===== src/rtl/pipeline_hazard_ctrl_if.sv =====
// Hazard-controller bus: pipeline hazard sources in, stage enables/clears and perf counters out.
// master = pipeline side, slave = hazard controller.
interface pipeline_hazard_ctrl_if #(
   parameter int unsigned CW = 16
);
   logic [4:0]    id_rs1;
   logic [4:0]    id_rs2;
   logic          idex_mem_read;
   logic [4:0]    idex_rd;
   logic          exmem_mem_read;
   logic          exmem_mem_write;
   logic          exmem_branch;
   logic          exmem_zero;
   logic          dmem_ack;

   logic          dmem_req;
   logic          pc_write;
   logic          pc_src;
   logic          ifid_write;
   logic          idex_write;
   logic          exmem_write;
   logic          memwb_write;
   logic          ifid_flush;
   logic          idex_flush;
   logic          exmem_flush;
   logic          memwb_flush;
   logic          bus_error;
   logic [CW-1:0] stall_count;
   logic [CW-1:0] flush_count;

   modport master (
      output id_rs1, id_rs2, idex_mem_read, idex_rd, exmem_mem_read, exmem_mem_write,
             exmem_branch, exmem_zero, dmem_ack,
      input  dmem_req, pc_write, pc_src, ifid_write, idex_write, exmem_write, memwb_write,
             ifid_flush, idex_flush, exmem_flush, memwb_flush, bus_error, stall_count, flush_count
   );

   modport slave (
      input  id_rs1, id_rs2, idex_mem_read, idex_rd, exmem_mem_read, exmem_mem_write,
             exmem_branch, exmem_zero, dmem_ack,
      output dmem_req, pc_write, pc_src, ifid_write, idex_write, exmem_write, memwb_write,
             ifid_flush, idex_flush, exmem_flush, memwb_flush, bus_error, stall_count, flush_count
   );
endinterface


===== src/rtl/pipeline_hazard_ctrl.sv =====
// Stall/flush sequencer for the five-stage pipeline: load-use, MEM-stage branches, slow dmem.
// Control outputs are combinational so hazards act on the same edge that exposes them.
module pipeline_hazard_ctrl #(
   parameter int unsigned TIMEOUT = 16,
   parameter int unsigned CW      = 16
) (
   input logic                   clk,
   input logic                   reset,
   pipeline_hazard_ctrl_if.slave hz
);
   localparam int unsigned WW = 8;

   typedef enum logic [1:0] {RUN, MEM_WAIT, ERROR} state_e;

   state_e        state_q, state_d;
   logic [WW-1:0] wait_q, wait_d;
   logic          bus_error_q, bus_error_d;
   logic [CW-1:0] stall_q, stall_d;
   logic [CW-1:0] flush_q, flush_d;

   logic mem_op, taken, load_use, freeze, br_flush, stall_inc;

   assign mem_op   = hz.exmem_mem_read | hz.exmem_mem_write;
   assign taken    = hz.exmem_branch & hz.exmem_zero;
   assign load_use = hz.idex_mem_read & (hz.idex_rd != 5'd0) &
                     ((hz.idex_rd == hz.id_rs1) | (hz.idex_rd == hz.id_rs2));

   // Next state and stage control, priority ERROR > freeze > branch flush > load-use.
   always_comb begin
      state_d        = state_q;
      wait_d         = wait_q;
      bus_error_d    = bus_error_q;
      freeze         = 1'b0;
      br_flush       = 1'b0;
      hz.dmem_req    = 1'b0;
      hz.pc_write    = 1'b1;
      hz.pc_src      = 1'b0;
      hz.ifid_write  = 1'b1;
      hz.idex_write  = 1'b1;
      hz.exmem_write = 1'b1;
      hz.memwb_write = 1'b1;
      hz.ifid_flush  = 1'b0;
      hz.idex_flush  = 1'b0;
      hz.exmem_flush = 1'b0;
      hz.memwb_flush = 1'b0;

      if (reset) begin
         hz.pc_write    = 1'b0;
         hz.ifid_write  = 1'b0;
         hz.idex_write  = 1'b0;
         hz.exmem_write = 1'b0;
         hz.memwb_write = 1'b0;
         hz.ifid_flush  = 1'b1;
         hz.idex_flush  = 1'b1;
         hz.exmem_flush = 1'b1;
         hz.memwb_flush = 1'b1;
         state_d        = RUN;
         wait_d         = '0;
         bus_error_d    = 1'b0;
      end else if (state_q == ERROR) begin
         hz.pc_write    = 1'b0;
         hz.ifid_write  = 1'b0;
         hz.idex_write  = 1'b0;
         hz.exmem_write = 1'b0;
         hz.memwb_write = 1'b0;
         hz.memwb_flush = 1'b1;
      end else begin
         hz.dmem_req = mem_op;
         freeze      = (state_q == RUN) ? (mem_op & ~hz.dmem_ack) : ~hz.dmem_ack;
         if (freeze) begin
            hz.pc_write    = 1'b0;
            hz.ifid_write  = 1'b0;
            hz.idex_write  = 1'b0;
            hz.exmem_write = 1'b0;
            hz.memwb_flush = 1'b1;
            if (state_q == RUN) begin
               state_d = MEM_WAIT;
               wait_d  = '0;
            end else if (wait_q == WW'(TIMEOUT - 1)) begin
               state_d     = ERROR;
               bus_error_d = 1'b1;
            end else begin
               wait_d = wait_q + WW'(1);
            end
         end else begin
            state_d = RUN;
            wait_d  = '0;
            // A taken branch squashes the younger stages, so a coincident load-use is moot.
            if (taken) begin
               br_flush       = 1'b1;
               hz.pc_src      = 1'b1;
               hz.ifid_flush  = 1'b1;
               hz.idex_flush  = 1'b1;
               hz.exmem_flush = 1'b1;
            end else if (load_use) begin
               hz.pc_write   = 1'b0;
               hz.ifid_write = 1'b0;
               hz.idex_flush = 1'b1;
            end
         end
      end

      stall_inc = ~reset & (state_q != ERROR) & ~hz.pc_write;
      stall_d   = (stall_inc && (stall_q != '1)) ? stall_q + CW'(1) : stall_q;
      flush_d   = (br_flush && (flush_q != '1)) ? flush_q + CW'(1) : flush_q;
   end

   always_ff @(posedge clk) begin
      if (reset) begin
         state_q     <= RUN;
         wait_q      <= '0;
         bus_error_q <= 1'b0;
         stall_q     <= '0;
         flush_q     <= '0;
      end else begin
         state_q     <= state_d;
         wait_q      <= wait_d;
         bus_error_q <= bus_error_d;
         stall_q     <= stall_d;
         flush_q     <= flush_d;
      end
   end

   assign hz.bus_error   = bus_error_q;
   assign hz.stall_count = stall_q;
   assign hz.flush_count = flush_q;
endmodule


===== src/flat_wrapper.sv =====
// flat-port wrapper written by rule: the top's interface ports become plain ports
module pipeline_hazard_ctrl_flat 
#(
   parameter int unsigned TIMEOUT = 16,
   parameter int unsigned CW      = 16
)
  (clk, reset, hz_id_rs1, hz_id_rs2, hz_idex_mem_read, hz_idex_rd, hz_exmem_mem_read, hz_exmem_mem_write, hz_exmem_branch, hz_exmem_zero, hz_dmem_ack, hz_dmem_req, hz_pc_write, hz_pc_src, hz_ifid_write, hz_idex_write, hz_exmem_write, hz_memwb_write, hz_ifid_flush, hz_idex_flush, hz_exmem_flush, hz_memwb_flush, hz_bus_error, hz_stall_count, hz_flush_count);
  pipeline_hazard_ctrl_if #(.CW(CW)) hz_i ();
  input logic clk;
  input logic reset;
  input wire logic [$bits(hz_i.id_rs1)-1:0] hz_id_rs1;
  input wire logic [$bits(hz_i.id_rs2)-1:0] hz_id_rs2;
  input wire logic [$bits(hz_i.idex_mem_read)-1:0] hz_idex_mem_read;
  input wire logic [$bits(hz_i.idex_rd)-1:0] hz_idex_rd;
  input wire logic [$bits(hz_i.exmem_mem_read)-1:0] hz_exmem_mem_read;
  input wire logic [$bits(hz_i.exmem_mem_write)-1:0] hz_exmem_mem_write;
  input wire logic [$bits(hz_i.exmem_branch)-1:0] hz_exmem_branch;
  input wire logic [$bits(hz_i.exmem_zero)-1:0] hz_exmem_zero;
  input wire logic [$bits(hz_i.dmem_ack)-1:0] hz_dmem_ack;
  output wire logic [$bits(hz_i.dmem_req)-1:0] hz_dmem_req;
  output wire logic [$bits(hz_i.pc_write)-1:0] hz_pc_write;
  output wire logic [$bits(hz_i.pc_src)-1:0] hz_pc_src;
  output wire logic [$bits(hz_i.ifid_write)-1:0] hz_ifid_write;
  output wire logic [$bits(hz_i.idex_write)-1:0] hz_idex_write;
  output wire logic [$bits(hz_i.exmem_write)-1:0] hz_exmem_write;
  output wire logic [$bits(hz_i.memwb_write)-1:0] hz_memwb_write;
  output wire logic [$bits(hz_i.ifid_flush)-1:0] hz_ifid_flush;
  output wire logic [$bits(hz_i.idex_flush)-1:0] hz_idex_flush;
  output wire logic [$bits(hz_i.exmem_flush)-1:0] hz_exmem_flush;
  output wire logic [$bits(hz_i.memwb_flush)-1:0] hz_memwb_flush;
  output wire logic [$bits(hz_i.bus_error)-1:0] hz_bus_error;
  output wire logic [$bits(hz_i.stall_count)-1:0] hz_stall_count;
  output wire logic [$bits(hz_i.flush_count)-1:0] hz_flush_count;
  assign hz_i.id_rs1 = hz_id_rs1;
  assign hz_i.id_rs2 = hz_id_rs2;
  assign hz_i.idex_mem_read = hz_idex_mem_read;
  assign hz_i.idex_rd = hz_idex_rd;
  assign hz_i.exmem_mem_read = hz_exmem_mem_read;
  assign hz_i.exmem_mem_write = hz_exmem_mem_write;
  assign hz_i.exmem_branch = hz_exmem_branch;
  assign hz_i.exmem_zero = hz_exmem_zero;
  assign hz_i.dmem_ack = hz_dmem_ack;
  assign hz_dmem_req = hz_i.dmem_req;
  assign hz_pc_write = hz_i.pc_write;
  assign hz_pc_src = hz_i.pc_src;
  assign hz_ifid_write = hz_i.ifid_write;
  assign hz_idex_write = hz_i.idex_write;
  assign hz_exmem_write = hz_i.exmem_write;
  assign hz_memwb_write = hz_i.memwb_write;
  assign hz_ifid_flush = hz_i.ifid_flush;
  assign hz_idex_flush = hz_i.idex_flush;
  assign hz_exmem_flush = hz_i.exmem_flush;
  assign hz_memwb_flush = hz_i.memwb_flush;
  assign hz_bus_error = hz_i.bus_error;
  assign hz_stall_count = hz_i.stall_count;
  assign hz_flush_count = hz_i.flush_count;
  pipeline_hazard_ctrl #(.TIMEOUT(TIMEOUT), .CW(CW)) u_core (.clk(clk), .reset(reset), .hz(hz_i));
endmodule

===== config.mk =====
export PLATFORM = sky130hd
export DESIGN_NAME = pipeline_hazard_ctrl_flat
export DESIGN_NICKNAME = d
export VERILOG_FILES = /design/src/rtl/pipeline_hazard_ctrl_if.sv /design/src/rtl/pipeline_hazard_ctrl.sv /design/src/flat_wrapper.sv
export SDC_FILE = /design/constraint.sdc
export NUM_CORES = 1
export LEC_CHECK = 0
export BUFFER_PORTS_ARGS = -buffer_cell sky130_fd_sc_hd__buf_2
export CAP_MARGIN = 20
export CORE_MARGIN = 2
export CORE_UTILIZATION = 46
export CTS_CLUSTER_SIZE = 12
export DETAILED_ROUTE_END_ITERATION = 10
export PLACE_DENSITY = 0.86
export SYNTH_ARGS = -nofsm -noshare
export SYNTH_HDL_FRONTEND = slang
export SYNTH_SLANG_ARGS = --single-unit

===== constraint.sdc =====
create_clock -name clk -period 1.8 [get_ports clk]
set_input_delay 0 -clock clk [delete_from_list [all_inputs] [get_ports clk]]
set_output_delay 0 -clock clk [all_outputs]
set_load 0.05 [all_outputs]

## Word level (Yosys, flattened, before mapping)

Index checks and enable logic that the tools add are counted.
Widths: inputs -> output; s select.

- Register bits after elaboration: 43
- Latch bits: 0
- Memory bits (writable): 0
- Memory bits (read-only): 0
- Input port bits: 23
- Output and inout bits: 44
- Logic and storage cells: 69
- Memories: 0

- $add $sub $neg: 3
- Multiply operators: 0
- Divide/modulo/power cells: 0
- Magnitude comparators: 0
- Equality and inequality tests: 9
- Shift-type cells: 0
- Muxes and demuxes: 32
- Bitwise logic cells: 13
- Reduce and logical (&&, ||, !) cells: 7

Operators with widths:

| kind | count |
|---|---|
| $add 16x1->16 const B | 2 |
| $ne 16x16->1 const B | 2 |
| $mux 1 | 26 |
| $mux 8 | 3 |
| $eq 5x5->1 | 2 |
| $add 8x1->8 const B | 1 |
| $eq 8x4->1 const B | 1 |
| $and 1x1->1 | 6 |
| $mux 2 | 3 |
| $ne 3x2->1 const B | 2 |
| $not 1->1 | 5 |
| $reduce_bool 5->1 | 1 |
| $reduce_and 2->1 | 2 |
| $reduce_and 4->1 | 1 |
| $eq 2x2->1 const B | 1 |
| $logic_and 1x1->1 | 2 |
| $logic_not 2->1 | 1 |
| $ne 2x2->1 const B | 1 |
| $or 1x1->1 | 2 |

## Depth between registers and ports, before layout

- Depth after elaboration: 11
- Gate-level depth with buffers: 8
- Mapped depth without buffers: 7

## Worst setup path before layout

Ideal clock, no wire load.

- Path type: reg2out
- From: register u_core.state_q[0]
- To: output port hz_idex_flush
- Data arrival time: 2.424 ns
- Slack: -0.624 ns
- Stages on the path, launching flop included: 5
- Buffers on the path: 0
- Cells stage by stage: dfxtp_1 -> nor3_1 -> o21ai_0 -> o21ai_0 -> a21o_1

- Word-level cells in the longest chain between the ends: 5

Ends and longest elaborated chain:

| element | line | text |
|---|---|---|
| start: declaration | pipeline_hazard_ctrl.sv:15 | `state_e state_q, state_d;` |
| start signal: assignment | pipeline_hazard_ctrl.sv:116 | `state_q <= state_d;` |
| $logic_not 2->1 | pipeline_hazard_ctrl.sv:69 | `freeze = (state_q == RUN) ? (mem_op & ~hz.dmem_ack) : ~hz.dmem_ack;` |
| $mux 1 | pipeline_hazard_ctrl.sv:69 |  |
| $mux 1 | pipeline_hazard_ctrl.sv:70 | `if (freeze) begin` |
| $mux 1 (*) | pipeline_hazard_ctrl.sv:60 | `end else if (state_q == ERROR) begin` |
| $mux 1 (*) | pipeline_hazard_ctrl.sv:47 | `if (reset) begin` |
| end: declaration | flat_wrapper.sv:28 | `output wire logic [$bits(hz_i.idex_flush)-1:0] hz_idex_flush;` |

Every way passes the cells marked *; elsewhere a longest branch is shown, timed or not.

## Worst setup path after layout

- From: register u_core.stall_q[0], in the netlist u_core.hz.stall_count[0]
- To: register u_core.stall_q[1], in the netlist u_core.hz.stall_count[1]

- Word-level cells in the longest chain between the ends: 2

Ends and longest elaborated chain:

| element | line | text |
|---|---|---|
| start: declaration | pipeline_hazard_ctrl.sv:18 | `logic [CW-1:0] stall_q, stall_d;` |
| start signal: assignment | pipeline_hazard_ctrl.sv:119 | `stall_q <= stall_d;` |
| parallel branches: the longest is 2 deep, another holds $add 16x1->16 | n/a |  |

Parallel ways; which one is timed is not known.
A chain may end at the register's enable or synchronous reset.

==> reports/results.ini <==
[setup_path]
path_class = register to register
crit_arrival_ps = 2100
r2r_end = u_core.hz.stall_count[1]
cpMostUsedCell = nor4_4
cp.required_ps = 1980
r2r-start = u_core.hz.stall_count[0]
crit_chain = ha_4 -> nand3_4 -> nor4_4 -> nor4_4 -> a21oi_4 -> buf_6 -> mux2i_1 -> nor2_1
reg2reg_depth = 8
cp-start-kind = register
cp-startpoint = u_core.hz.stall_count[0]
crit_path_max_fanout = 7
worstSetupEndpoint = u_core.hz.stall_count[1]
reg2reg_slack_ps = -120
cpPeakStageDelay_ps = 420
crit_slowest_cell = nor4_4
endpoint_kind = register

[drt]
drt-initial-drc-count = 110
drt_wl_total_mm = 6.13
detail_route.wl_per_cell_microns = 14.0
vias = 2365
vias_per_cell = 5.41
drtAntennaViolNets = 0
first_pass_iters = 4
drc = 0

[yosys]
yosysWarningCount = 0
synthDistinctLibCells = 52
synth-main-ff-cell = dfxtp_1
synth-async-reset-ratio_pct = 0
synth_compound_area_share_pct = 15.5
synth_xor_area_share_pct = 11.1
synth.area.mux_share_pct = 1.37
synth_top_family_by_area = simple AND/OR/NAND/NOR gates
synth_adder_area_share_pct = 1.64
syn_inst = 270
seq_area_frac_synth_pct = 37.7
yosys.area_share.simple_pct = 28.9
synthesis.nets = 296
synth-seq-cells = 43
postSynthAreaPerCell_sq_um = 8.47
synth_area_sq_um = 2290
synth_edf_count = 0

[clock_tree]
insertion_delay_ps = 300
cts_root_buffer = clkbuf_8
numClockSinks = 43
cts_buffers = 5
htree_levels = 2
clockBufferDepth = 2
cts_tree = done
clk_pin_slew_ps = 80

[global_route]
antenna_found_initial = 0
grt_use_total_pct = 22.0
grt_pass1_wl_mm = 9.60
grt_max_degree = 34
grt_pass1_vias = 2215
grt_overflow = 0

[min_path]
hp-class = input pin to register

[timing]
final-max-slew-violation-count = 0
period_share_pct = 107
rsz0062_at_grt = true
setup_ws_ps = -123
hold_viol_final = 0
slew_headroom_pct = 58.4
fin_crit_ps = 1920
max_freq_mhz = 520
setup_tns_ps = -1150
tightest_slew_ps = 620
setup_viol = 16
finClkSkew_ps = 6.97

[finish]
register_area_sq_um = 926
drive_gt1_share_pct = 44.9
final_util_pct = 67.6
layout-area-overhead-vs-synth_pct = 40.6
multi_input_area_sq_um = 1480
antenna_cells = 0
final_nets = 395
fillers = 414

[floorplanning]
die_y_microns = 74.5
io_pins = 67
initial_core_util_pct = 48.1
rows = 25
core_area_sq_um = 4750
die_w_microns = 74.5
dieArea_sq_um = 5550

[run_status]
failed_checks = negative setup slack
status = finished with violations

[power_and_ir_drop]
power_density_nw_per_um2 = 583
vdd_ir_drop_max_v = 0.000447
p_leak_uw = 0.00133

[place]
dp_hpwl_mm = 4.35
gp_congestion = 0.788
portBuffers = 66

[flow_run]
cap_violations = 0

[power by group]
group,internal [uW],total [uW],switching (uW)
Clock,272,602,330
Combinational,119,316,197
Sequential,945,954,9.39
Total,1340,1870,536
[sequential cells by signal, summed over array words and instances, names as in the netlist]
| name | flops |
|---|---|
| u_core.wait_q | 8 |
| u_core.hz.flush_count | 16 |
| u_core.state_q | 2 |
| u_core.hz.bus_error | 1 |
| u_core.hz.stall_count | 16 |
[synthesized netlist by cell type (all sizes together) (4+ instances only)]
cell type  number  area, sq um
dfxtp          43          861
nor2           36          135
xnor2          19          166
nand3          18         90.1
a21oi          17         96.4
nand2          16         62.6
o21ai          15         86.3
or3            11         68.8
xor2           10         87.6
and3            9         56.3
inv             7         26.3
buf             6         46.3
nand4           6         37.5
and2            5         31.3
nor4            5         52.6
clkbuf          4         15.0
nor3            4         20.0
[routing by layer]
layer | share of wire, % | track usage, % | vias to the layer above
met3 | 5.8 | 4.74 | 11
met1 | 42 | 25.8 | 1115
li1 | - | - | 1169
met2 | 51 | 39.5 | 70
met4 | 1.4 | 7.74 | 0
met5 | 0 | 0 | -
[layout by cell type (no fill, tap or decap), drive strengths merged, types with 2 or more instances in the layout]
cell type,count
nor4,5
xnor2,19
or4,3
mux2i,2
and3,9
inv,8
nand2,16
a32oi,2
o31ai,2
dfxtp,43
nor2,36
a31oi,2
and2,5
and4,3
ha,3
o41ai,3
nand3,18
clkbuf,6
nand4,6
a21oi,17
or3,11
xor2,10
o311ai,3
o21ai,15
or2,2
nor2b,2
nor3,4
buf,101
[critical path, delay by kind of cell (launching register included)]
kind	cells	cell delay [ps]
AOI/OAI and AO/OA	1	300
adders and majority gates	1	150
buffers and inverters	1	170
DFF	1	370
muxes	1	170
and+or+nand+nor	4	630
[how the worst min path moves through the flow]
stage,startpoint,endpoint,slack (ps),depth (start not counted)
after global routing,reset,u_core.hz.stall_count[12],90,3
final,reset,u_core.hz.stall_count[12],90,3
after detailed placement,hz_dmem_ack,u_core.state_q[0],270,2
after floorplan,hz_dmem_ack,u_core.state_q[0],70,1
after CTS,reset,u_core.hz.stall_count[12],90,3
after global placement,hz_dmem_ack,u_core.state_q[0],260,2
[final cells by class]
| type | instances | area share, % |
|---|---|---|
| Inverter | 7 | 0.818 |
| Clock inverter | 2 | 0.350 |
| Tap cell | 67 | 2.61 |
| Clock buffer | 6 | 2.26 |
| Multi-Input combinational cell | 210 | 46.0 |
| Timing Repair Buffer | 102 | 19.1 |
| Sequential cell | 43 | 28.8 |
[cell families (layout without fill, tap and decap cells)]
logic type	Yosys count	in the layout
simple gates	123	123
compound gates	52	52
flops	43	43
xor+xnor	29	29
mux	3	3
buf+inv	17	117
fa+ha+maj	3	3
[per-stage QoR]
stage / area (sq um) / hold WS [ps] / power [uW] / setup slack, ps / instances
2_1_floorplan: 2430 / 69.4 / 1180 / -94.4 / 270
3_3_place_gp: 3000 / 257 / 1260 / -52.4 / 422
3_5_place_dp: 3000 / 269 / 1270 / -112 / 422
4_1_cts: 3120 / 86.3 / 1880 / -69.5 / 434
5_1_grt: 3210 / 89.4 / 1950 / -192 / 437
6_report: 3210 / 93.4 / 1870 / -123 / 437
[repair_timing]
item / 4_1_cts / 5_1_grt
hold endpoints to repair: 1 / 0
cloned: 0 / 1
pin swaps: 4 / 15
hold buffers: 1 / 0
resized for setup: 0 / 18
setup endpoints to repair: 12 / 27
buffers inserted: 3 / 4
Power figures use the tool's default switching activity.
